File: config.mk
export PLATFORM = sky130hd
export DESIGN_NAME = multicycle_ctrl
export DESIGN_NICKNAME = d
export VERILOG_FILES = /design/src/rtl/mips_ctrl_pkg.sv /design/src/rtl/mem_wait_timer.sv /design/src/rtl/multicycle_ctrl.sv
export SDC_FILE = /design/constraint.sdc
export NUM_CORES = 1
export LEC_CHECK = 0
export BUFFER_PORTS_ARGS = -buffer_cell sky130_fd_sc_hd__buf_2
export CAP_MARGIN = 10
export CORE_UTILIZATION = 29
export DETAILED_ROUTE_END_ITERATION = 10
export GPL_TIMING_DRIVEN = 0
export MAX_ROUTING_LAYER = met4
export PLACE_DENSITY = 0.56
export SLEW_MARGIN = 20
export SYNTH_ARGS = -nofsm -noshare
export SYNTH_HDL_FRONTEND = slang
export SYNTH_HIERARCHICAL = 1
export SYNTH_SLANG_ARGS = --single-unit
File: constraint.sdc
create_clock -name clk -period 3.3 [get_ports clk]
set_input_delay 0.165 -clock clk [delete_from_list [all_inputs] [get_ports clk]]
set_output_delay 0.165 -clock clk [all_outputs]
set_load 0.01 [all_outputs]
File: src/rtl/mips_ctrl_pkg.sv
// Shared encodings for the multicycle MIPS control path: opcodes, FSM states
// and the datapath select codes driven by the controller.
package mips_ctrl_pkg;

  localparam logic [5:0] OP_R    = 6'b000000;
  localparam logic [5:0] OP_LW   = 6'b100011;
  localparam logic [5:0] OP_SW   = 6'b101011;
  localparam logic [5:0] OP_BEQ  = 6'b000100;
  localparam logic [5:0] OP_ADDI = 6'b001000;
  localparam logic [5:0] OP_J    = 6'b000010;

  typedef enum logic [3:0] {
    S_FETCH  = 4'd0,
    S_DECODE = 4'd1,
    S_MEMADR = 4'd2,
    S_MEMRD  = 4'd3,
    S_MEMWB  = 4'd4,
    S_MEMWR  = 4'd5,
    S_EXEC   = 4'd6,
    S_ALUWB  = 4'd7,
    S_BRANCH = 4'd8,
    S_ADDIEX = 4'd9,
    S_ADDIWB = 4'd10,
    S_JUMP   = 4'd11
  } state_e;

  localparam logic [1:0] ALU_ADD   = 2'b00;
  localparam logic [1:0] ALU_SUB   = 2'b01;
  localparam logic [1:0] ALU_FUNCT = 2'b10;

  localparam logic [1:0] SRCB_REGB    = 2'b00;
  localparam logic [1:0] SRCB_FOUR    = 2'b01;
  localparam logic [1:0] SRCB_IMM     = 2'b10;
  localparam logic [1:0] SRCB_IMM_SH2 = 2'b11;

  localparam logic [1:0] PCSRC_ALU    = 2'b00;
  localparam logic [1:0] PCSRC_ALUOUT = 2'b01;
  localparam logic [1:0] PCSRC_JUMP   = 2'b10;

  function automatic logic is_mem_state(state_e s);
    return (s == S_FETCH) || (s == S_MEMRD) || (s == S_MEMWR);
  endfunction

endpackage

File: src/rtl/mem_wait_timer.sv
// Counts stalled cycles of the current memory access and flags expiry when
// the access has waited MEM_WAIT_MAX cycles and is still not ready.
module mem_wait_timer #(
  parameter int MEM_WAIT_MAX = 15,
  parameter int WAIT_CNT_W   = 4
) (
  input  logic clk,
  input  logic reset,
  input  logic active,
  input  logic mem_ready,
  input  logic state_change,
  output logic expire
);

  localparam logic [WAIT_CNT_W-1:0] LIMIT = WAIT_CNT_W'(MEM_WAIT_MAX);

  logic [WAIT_CNT_W-1:0] cnt_q, cnt_d;

  // A limit of zero disables the abort entirely.
  assign expire = (MEM_WAIT_MAX > 0) && active && !mem_ready && (cnt_q == LIMIT);

  always_comb begin
    cnt_d = cnt_q;
    if (!active || mem_ready || state_change || expire) begin
      cnt_d = '0;
    end else begin
      cnt_d = cnt_q + WAIT_CNT_W'(1);
    end
  end

  always_ff @(posedge clk) begin
    if (reset) begin
      cnt_q <= '0;
    end else begin
      cnt_q <= cnt_d;
    end
  end

endmodule

File: src/rtl/multicycle_ctrl.sv
// Main control FSM of the multicycle MIPS datapath with memory-wait abort.
//   state       | meaning
//   FETCH (0)   | read instruction at PC, PC+4 -> PC on mem_ready
//   DECODE(1)   | branch target precompute, dispatch on opcode
//   MEMADR(2)   | base + offset address for LW/SW
//   MEMRD (3)   | data read          MEMWB (4) | load writeback
//   MEMWR (5)   | data write         EXEC  (6) | R-type ALU op
//   ALUWB (7)   | R-type writeback   BRANCH(8) | beq compare/PC update
//   ADDIEX(9)   | addi ALU op        ADDIWB(10)| addi writeback
//   JUMP  (11)  | jump PC update
module multicycle_ctrl
  import mips_ctrl_pkg::*;
#(
  parameter int MEM_WAIT_MAX = 15,
  parameter int WAIT_CNT_W   = 4
) (
  input  logic       clk,
  input  logic       reset,
  input  logic [5:0] opcode,
  input  logic       mem_ready,
  output logic       mem_req,
  output logic       mem_write,
  output logic       iord,
  output logic       ir_write,
  output logic       pc_write,
  output logic       pc_write_cond,
  output logic [1:0] pc_source,
  output logic       alu_src_a,
  output logic [1:0] alu_src_b,
  output logic [1:0] alu_op,
  output logic       reg_dst,
  output logic       mem_to_reg,
  output logic       reg_write,
  output logic       illegal_op,
  output logic       mem_timeout,
  output logic [3:0] state_out
);

  state_e state_q, state_d;
  logic   mem_timeout_q;
  logic   expire;

  mem_wait_timer #(
    .MEM_WAIT_MAX(MEM_WAIT_MAX),
    .WAIT_CNT_W  (WAIT_CNT_W)
  ) u_wait (
    .clk         (clk),
    .reset       (reset),
    .active      (is_mem_state(state_q)),
    .mem_ready   (mem_ready),
    .state_change(state_d != state_q),
    .expire      (expire)
  );

  always_comb begin
    state_d       = state_q;
    mem_req       = 1'b0;
    mem_write     = 1'b0;
    iord          = 1'b0;
    ir_write      = 1'b0;
    pc_write      = 1'b0;
    pc_write_cond = 1'b0;
    pc_source     = PCSRC_ALU;
    alu_src_a     = 1'b0;
    alu_src_b     = SRCB_REGB;
    alu_op        = ALU_ADD;
    reg_dst       = 1'b0;
    mem_to_reg    = 1'b0;
    reg_write     = 1'b0;
    illegal_op    = 1'b0;
    mem_timeout   = mem_timeout_q;
    state_out     = state_q;

    case (state_q)
      S_FETCH: begin
        mem_req   = 1'b1;
        alu_src_b = SRCB_FOUR;
        // Expiry only fires with mem_ready low, so an aborted fetch never writes.
        if (expire) begin
          state_d = S_FETCH;
        end else if (mem_ready) begin
          ir_write = 1'b1;
          pc_write = 1'b1;
          state_d  = S_DECODE;
        end
      end
      S_DECODE: begin
        alu_src_b = SRCB_IMM_SH2;
        case (opcode)
          OP_LW, OP_SW: state_d = S_MEMADR;
          OP_R:         state_d = S_EXEC;
          OP_BEQ:       state_d = S_BRANCH;
          OP_ADDI:      state_d = S_ADDIEX;
          OP_J:         state_d = S_JUMP;
          default: begin
            illegal_op = 1'b1;
            state_d    = S_FETCH;
          end
        endcase
      end
      S_MEMADR: begin
        alu_src_a = 1'b1;
        alu_src_b = SRCB_IMM;
        if (opcode == OP_LW) begin
          state_d = S_MEMRD;
        end else if (opcode == OP_SW) begin
          state_d = S_MEMWR;
        end else begin
          state_d = S_FETCH;
        end
      end
      S_MEMRD: begin
        mem_req = 1'b1;
        iord    = 1'b1;
        if (expire) begin
          state_d = S_FETCH;
        end else if (mem_ready) begin
          state_d = S_MEMWB;
        end
      end
      S_MEMWB: begin
        reg_write  = 1'b1;
        mem_to_reg = 1'b1;
        state_d    = S_FETCH;
      end
      S_MEMWR: begin
        mem_req   = 1'b1;
        mem_write = 1'b1;
        iord      = 1'b1;
        if (expire || mem_ready) begin
          state_d = S_FETCH;
        end
      end
      S_EXEC: begin
        alu_src_a = 1'b1;
        alu_op    = ALU_FUNCT;
        state_d   = S_ALUWB;
      end
      S_ALUWB: begin
        reg_write = 1'b1;
        reg_dst   = 1'b1;
        state_d   = S_FETCH;
      end
      S_BRANCH: begin
        alu_src_a     = 1'b1;
        alu_op        = ALU_SUB;
        pc_source     = PCSRC_ALUOUT;
        pc_write_cond = 1'b1;
        state_d       = S_FETCH;
      end
      S_ADDIEX: begin
        alu_src_a = 1'b1;
        alu_src_b = SRCB_IMM;
        state_d   = S_ADDIWB;
      end
      S_ADDIWB: begin
        reg_write = 1'b1;
        state_d   = S_FETCH;
      end
      S_JUMP: begin
        pc_source = PCSRC_JUMP;
        pc_write  = 1'b1;
        state_d   = S_FETCH;
      end
      default: state_d = S_FETCH;
    endcase

    // Reset blanks every output, including the request, in the same cycle.
    if (reset) begin
      mem_req       = 1'b0;
      mem_write     = 1'b0;
      iord          = 1'b0;
      ir_write      = 1'b0;
      pc_write      = 1'b0;
      pc_write_cond = 1'b0;
      pc_source     = 2'b00;
      alu_src_a     = 1'b0;
      alu_src_b     = 2'b00;
      alu_op        = 2'b00;
      reg_dst       = 1'b0;
      mem_to_reg    = 1'b0;
      reg_write     = 1'b0;
      illegal_op    = 1'b0;
      mem_timeout   = 1'b0;
      state_out     = 4'd0;
    end
  end

  always_ff @(posedge clk) begin
    if (reset) begin
      state_q       <= S_FETCH;
      mem_timeout_q <= 1'b0;
    end else begin
      state_q <= state_d;
      if (expire) begin
        mem_timeout_q <= 1'b1;
      end
    end
  end

endmodule

==> results.toml, run 1 <==
[layout]
syn_to_final_growth_pct = 26.5
layout_common_cells = "30 x buf_2, 22 x nor2_1, 10 x a21oi_1"
final_area_um2 = 1180
drive_gt1_frac = 0.302
final_common_cell = "buf_2"
nets = 173
antennaDiodeCount = 0
finalNonFillerCells = 206
fin_util = 0.388

[yosys]
syn_nets = 138
synth-seq-area-share = 0.193
yosysUniqueCellTypes = 44
synth_area_per_cell_um2 = 7.31
synth_enable_flop_cells = 0
netlist_instances = 128
synth_flop_cell = "dfxtp_1"
synth_area_um2 = 936
yosys_register_bits = 9
synthArstFlopShare = 0
synth_warnings = 6

[die]
rows = 20
start_util = 0.307
die-area_um2 = 3460
die_h_um = 58.8
die_width_um = 58.8
core_region_area_um2 = 3050
boundaryPins = 31

[grt]
grt_pass1_vias = 974
grt_max_degree = 11
grt_pass1_wl_um = 4290
grt.total_usage = 0.167
grt-ovfl-total = 0
antenna_found_initial = 0

[detailed_routing]
drtIter0Drc = 49
drc = 0
via_count = 1050
vias_per_cell = 5.10
routed_wl_um = 2600
postRouteAntennaNets = 0
dr.pass1.iters = 4
wire_per_inst_um = 12.6

[clocking]
cts.reportedPaths.clkPinSlew_ns = 0.07
clock_latency_ns = 0.26
htree_num_levels = 1
holdBufCountCts = 0
cts_made_buffers = 3
post_cts_buffers = 0
cts_tree = "yes"
cts-root-buf = "clkbuf_4"
cts_sinks = 9
clockBufferDepth = 2

[timing]
period_share = 0.884
timing.final.ws_setup_ns = 0.383
tns_ns = 0
tightest_slew_ns = 0.522
clock.fmax_mhz = 343
fin_crit_ns = 2.92
rsz0062_at_grt = "no"
drv_slew = 0
hold_violations = 0
relSlewSlack = 0.647
setup_viol = 0
fin_worst_skew_ns = 0.00439

[critical_path]
path_max_fanout = 9
critical_path_class = "reg2reg"
r2r_cells = 13
start_kind = "flop"
crit_chain = "buf_6 -> clkinv_1 -> nor2_1 -> a21oi_1 -> nor2_1 -> nand2b_4 -> nor2_2 -> a211o_1 -> a21oi_1 -> o41ai_2 -> o2111ai_2 -> or3_1 -> a21oi_1"
cp_slowest_cell = "or3_1"
crit_path_end_kind = "flop"
crit_required_ns = 3.50
cp_data_arrival_time_ns = 3.11
reg2reg_to = "u_wait/cnt_q[3]"
ff2ff_setup_slack_ns = 0.38
critical_path.max_stage_delay_ns = 0.43
rr_startpoint = "state_q[0]"
crit_path_frequent_cell = "a21oi_1"

[min_path]
hold_class = "in2reg"
hold_end = "state_q[3]"
hold_depth = 2
hold_start = "reset"

[power_and_ir_drop]
p_per_area_nw_per_um2 = 221
p_leak_uw = 0.000493
ir_drop_mv = 0.0637

[placed_design]
placed_cell_area_um2 = 1140
port_buffers = 30
gp_congestion = 0.838
place_hpwl_um = 1990
dp_cells = 202
place_ws_ns = 0.162

[status]
outcome = "complete, no violations"

[run]
cap_violations = 0
[per-layer routing]
metal	vias to the layer above	part of all wire	global-route usage
met5	-	0	-
met4	0	0	0.0544
met3	0	0.056	0.0198
met2	34	0.50	0.287
met1	482	0.45	0.200
li1	534	-	-
[area by class of cell]
type	count	area [um2]
Inverter	4	15.0
Clock buffer	4	26.3
Fill cell	345	1870
Timing Repair Buffer	30	150
Buffer	9	87.6
Sequential cell	9	180
Multi-Input combinational cell	106	669
Tap cell	44	55.1
[worst max path at each step]
stage | start | to | slack, ns
floorplan | state_q[2] | u_wait/cnt_q[1] | 0.69
global placement | state_q[0] | u_wait/cnt_q[1] | 0.25
detailed placement | state_q[0] | u_wait/cnt_q[1] | 0.16
CTS | state_q[0] | u_wait/cnt_q[1] | 0.13
global route | state_q[2] | u_wait/cnt_q[0] | 0.07
finish | state_q[0] | u_wait/cnt_q[3] | 0.38
[critical path: cells and delay by family (launching register included)]
kind                   cells  cell delay, ns
buffers and inverters      2            0.35
DFF                        1            0.32
AOI/OAI and AO/OA          6            1.04
and+or+nand+nor            5            1.14
[Yosys cell counts (3+ instances only)]
cell	n	area, um2
nor2_1	23	86.3
a21oi_1	10	50.1
dfxtp_1	9	180
nor3_1	7	35.0
nor2b_1	6	37.5
nand2b_1	5	31.3
nor4_1	5	31.3
buf_6	4	45.0
nand2_1	4	15.0
nand3_1	4	20.0
nor4b_1	4	35.0
and3_1	3	18.8
inv_1	3	11.3
o21a_1	3	22.5
o21ai_0	3	15.0
xnor2_1	3	26.3
[timing repair]
| item | in CTS | in global routing |
|---|---|---|
| hold endpoints to repair | 0 | 0 |
| setup endpoints to repair | 0 | 4 |
| resized for setup | 0 | 3 |
[sequential cells by signal, indices dropped and copies added, names as in the netlist]
register       flops
state_q            4
u_wait/cnt_q       4
mem_timeout_q      1
[power by group]
part,switching [uW],internal (uW),total (uW)
combinational,36.8,25.7,62.5
clock,40.8,46.7,87.4
sequential,1.22,110,112
[kinds of logic after synthesis]
kind of cell	count (synthesis)	synth area share
AOI/OAI and AO/OA	28	0.205
buffers and inverters	13	0.110
xor gates and xnor gates	4	0.0374
adders and majority gates	1	0.0134
and+or+nand+nor	73	0.443
DFF	9	0.193
[metrics by stage]
stage | power [uW] | hold WS [ns]
floorplan | 152 | 0.244
global placement | 174 | 0.445
detailed placement | 175 | 0.460
CTS | 263 | 0.228
global route | 276 | 0.267
finish | 262 | 0.261
Power figures use the tool's default switching activity.
==> inputs of run 2 (changes only) <==
- CORE_MARGIN: not set -> 10
==> run 2 against run 1 <==
  * Critical path type unchanged
  * Highest routed layer is now met4
  * Routed wire length is 9.3% higher
  * Core utilization decreased by 0.76 points
  * Power fell by 1.0%
  * Largest power group unchanged
  * First-iteration DRC count rose by 4.1%
==> results.toml, run 2 (synthesis results as in run 1) <==
[status]
outcome = "complete, no violations"

[timing]
drv_slew = 0
period_share = 0.892
clock.fmax_mhz = 340
relSlewSlack = 0.630
tns_ns = 0
rsz0062_at_grt = "no"
whs_ns = 0.234
tightest_slew_ns = 0.548
setup_viol = 0
fin_crit_ns = 2.94
timing.final.ws_setup_ns = 0.357
fin_worst_skew_ns = 0.00592
hold_violations = 0

[power_and_ir_drop]
p_leak_uw = 0.000490
p_seq_frac = 0.431
p_comb_frac = 0.238
ir_drop_mv = 0.0641
power_switching_uw = 76.6
p_int_uw = 182
power_frac_clock = 0.330
p_per_area_nw_per_um2 = 221
p_total_uw = 259
switching_share = 0.296

[placed_design]
port_buffers = 30
place_hpwl_um = 2290
gp_congestion = 0.860
place_ws_ns = 0.272
dp_cells = 202

[layout]
fill_cells = 349
multi_input_area_um2 = 656
final_common_cell = "buf_2"
layout_common_cells = "30 x buf_2, 22 x nor2_1, 10 x a21oi_1"
top_regs = "state_q: 4 flops, u_wait/cnt_q: 4 flops, mem_timeout_q: 1 flops"
syn_to_final_growth_pct = 25.0
finalNonFillerCells = 206
antennaDiodeCount = 0
seqCellArea_um2 = 180
drive_gt1_frac = 0.290
nets = 173

[grt]
grt.total_usage = 0.0945
grt_pass1_vias = 1046
antenna_found_initial = 0
grt_max_degree = 11
grt-ovfl-total = 0
grt_pass1_wl_um = 4700

[detailed_routing]
postRouteAntennaNets = 0
drc = 0
dr.pass1.iters = 4
routed_wl_um = 2850
vias_per_cell = 5.27
via_count = 1085
wire_per_inst_um = 13.8
drtIter0Drc = 51

[critical_path]
crit_path_end_kind = "flop"
crit_required_ns = 3.51
cp_data_arrival_time_ns = 3.15
start_kind = "flop"
path_max_fanout = 9
critical_path_class = "reg2reg"

[clocking]
cts_sinks = 9
cts.reportedPaths.clkPinSlew_ns = 0.06
htree_num_levels = 1
holdBufCountCts = 0
cts_tree = "yes"
clock_latency_ns = 0.26
cts-root-buf = "clkbuf_4"
cts_made_buffers = 3
clockBufferDepth = 2

[die]
die-area_um2 = 5900
core_region_area_um2 = 3080
start_util = 0.304
rows = 20
die_h_um = 76.8
boundaryPins = 31
die_width_um = 76.8

[run]
cap_violations = 0

[min_path]
hold_class = "in2reg"
==> run 2: metrics by stage <==
step                utilization  instance area, um2
floorplan                     -                 936
detailed placement        0.371                1140
CTS                       0.379                1170
finish                    0.380                1170
global route              0.380                1170
global placement          0.371                1140
==> run 2: layout make-up <==
type | count | share of cell area
Sequential cell | 9 | 0.154
Buffer | 9 | 0.0749
Multi-Input combinational cell | 106 | 0.560
Inverter | 4 | 0.0128
Timing Repair Buffer | 30 | 0.128
Tap cell | 44 | 0.0471
Clock buffer | 4 | 0.0225
==> run 2: timing repair <==
| item | 4_1_cts | 5_1_grt |
|---|---|---|
| setup buffers | 0 | 0 |
| endpoints found under the setup margin | 0 | 2 |
| resized for setup | 0 | 1 |
==> run 2: worst paths after layout <==
path         cells after the start  slack (ns)     startpoint              end
min                              2        0.23          reset       state_q[3]
max                             13        0.36     state_q[0]  u_wait/cnt_q[1]
min reg2reg                      2        0.46  mem_timeout_q    mem_timeout_q
max reg2reg                     13        0.36     state_q[0]  u_wait/cnt_q[1]
==> run 2: per-layer routing <==
| metal | share of wire | up-vias | GRT usage |
|---|---|---|---|
| met2 | 0.48 | 45 | 0.157 |
| li1 | - | 539 | - |
| met5 | 0 | - | - |
| met4 | 0.010 | 0 | 0.0316 |
| met1 | 0.43 | 495 | 0.101 |
| met3 | 0.084 | 6 | 0.0361 |
==> run 2: power by group through the flow <==
| stage | Combinational [uW] | Clock (uW) | Sequential (uW) |
|---|---|---|---|
| 6_report | 61.7 | 85.6 | 112 |
| 5_1_grt | 68.0 | 96.5 | 112 |
| 4_1_cts | 62.1 | 90.2 | 112 |
| 3_5_place_dp | 61.5 | 0 | 114 |
| 3_3_place_gp | 60.8 | 0 | 114 |
| 2_1_floorplan | 38.2 | 0 | 114 |
==> run 2: critical path, stage by stage, from the launching register on <==
cell       delay, ns
dfxtp_1         0.32
buf_6           0.13
clkinv_1        0.21
nor2_1          0.19
a21oi_1         0.10
nor2_1          0.21
nand2b_4        0.08
nor2_2          0.22
a211o_1         0.14
a21oi_1         0.08
o41ai_1         0.40
o2111ai_2       0.18
nor4b_1         0.42
and3_1          0.21
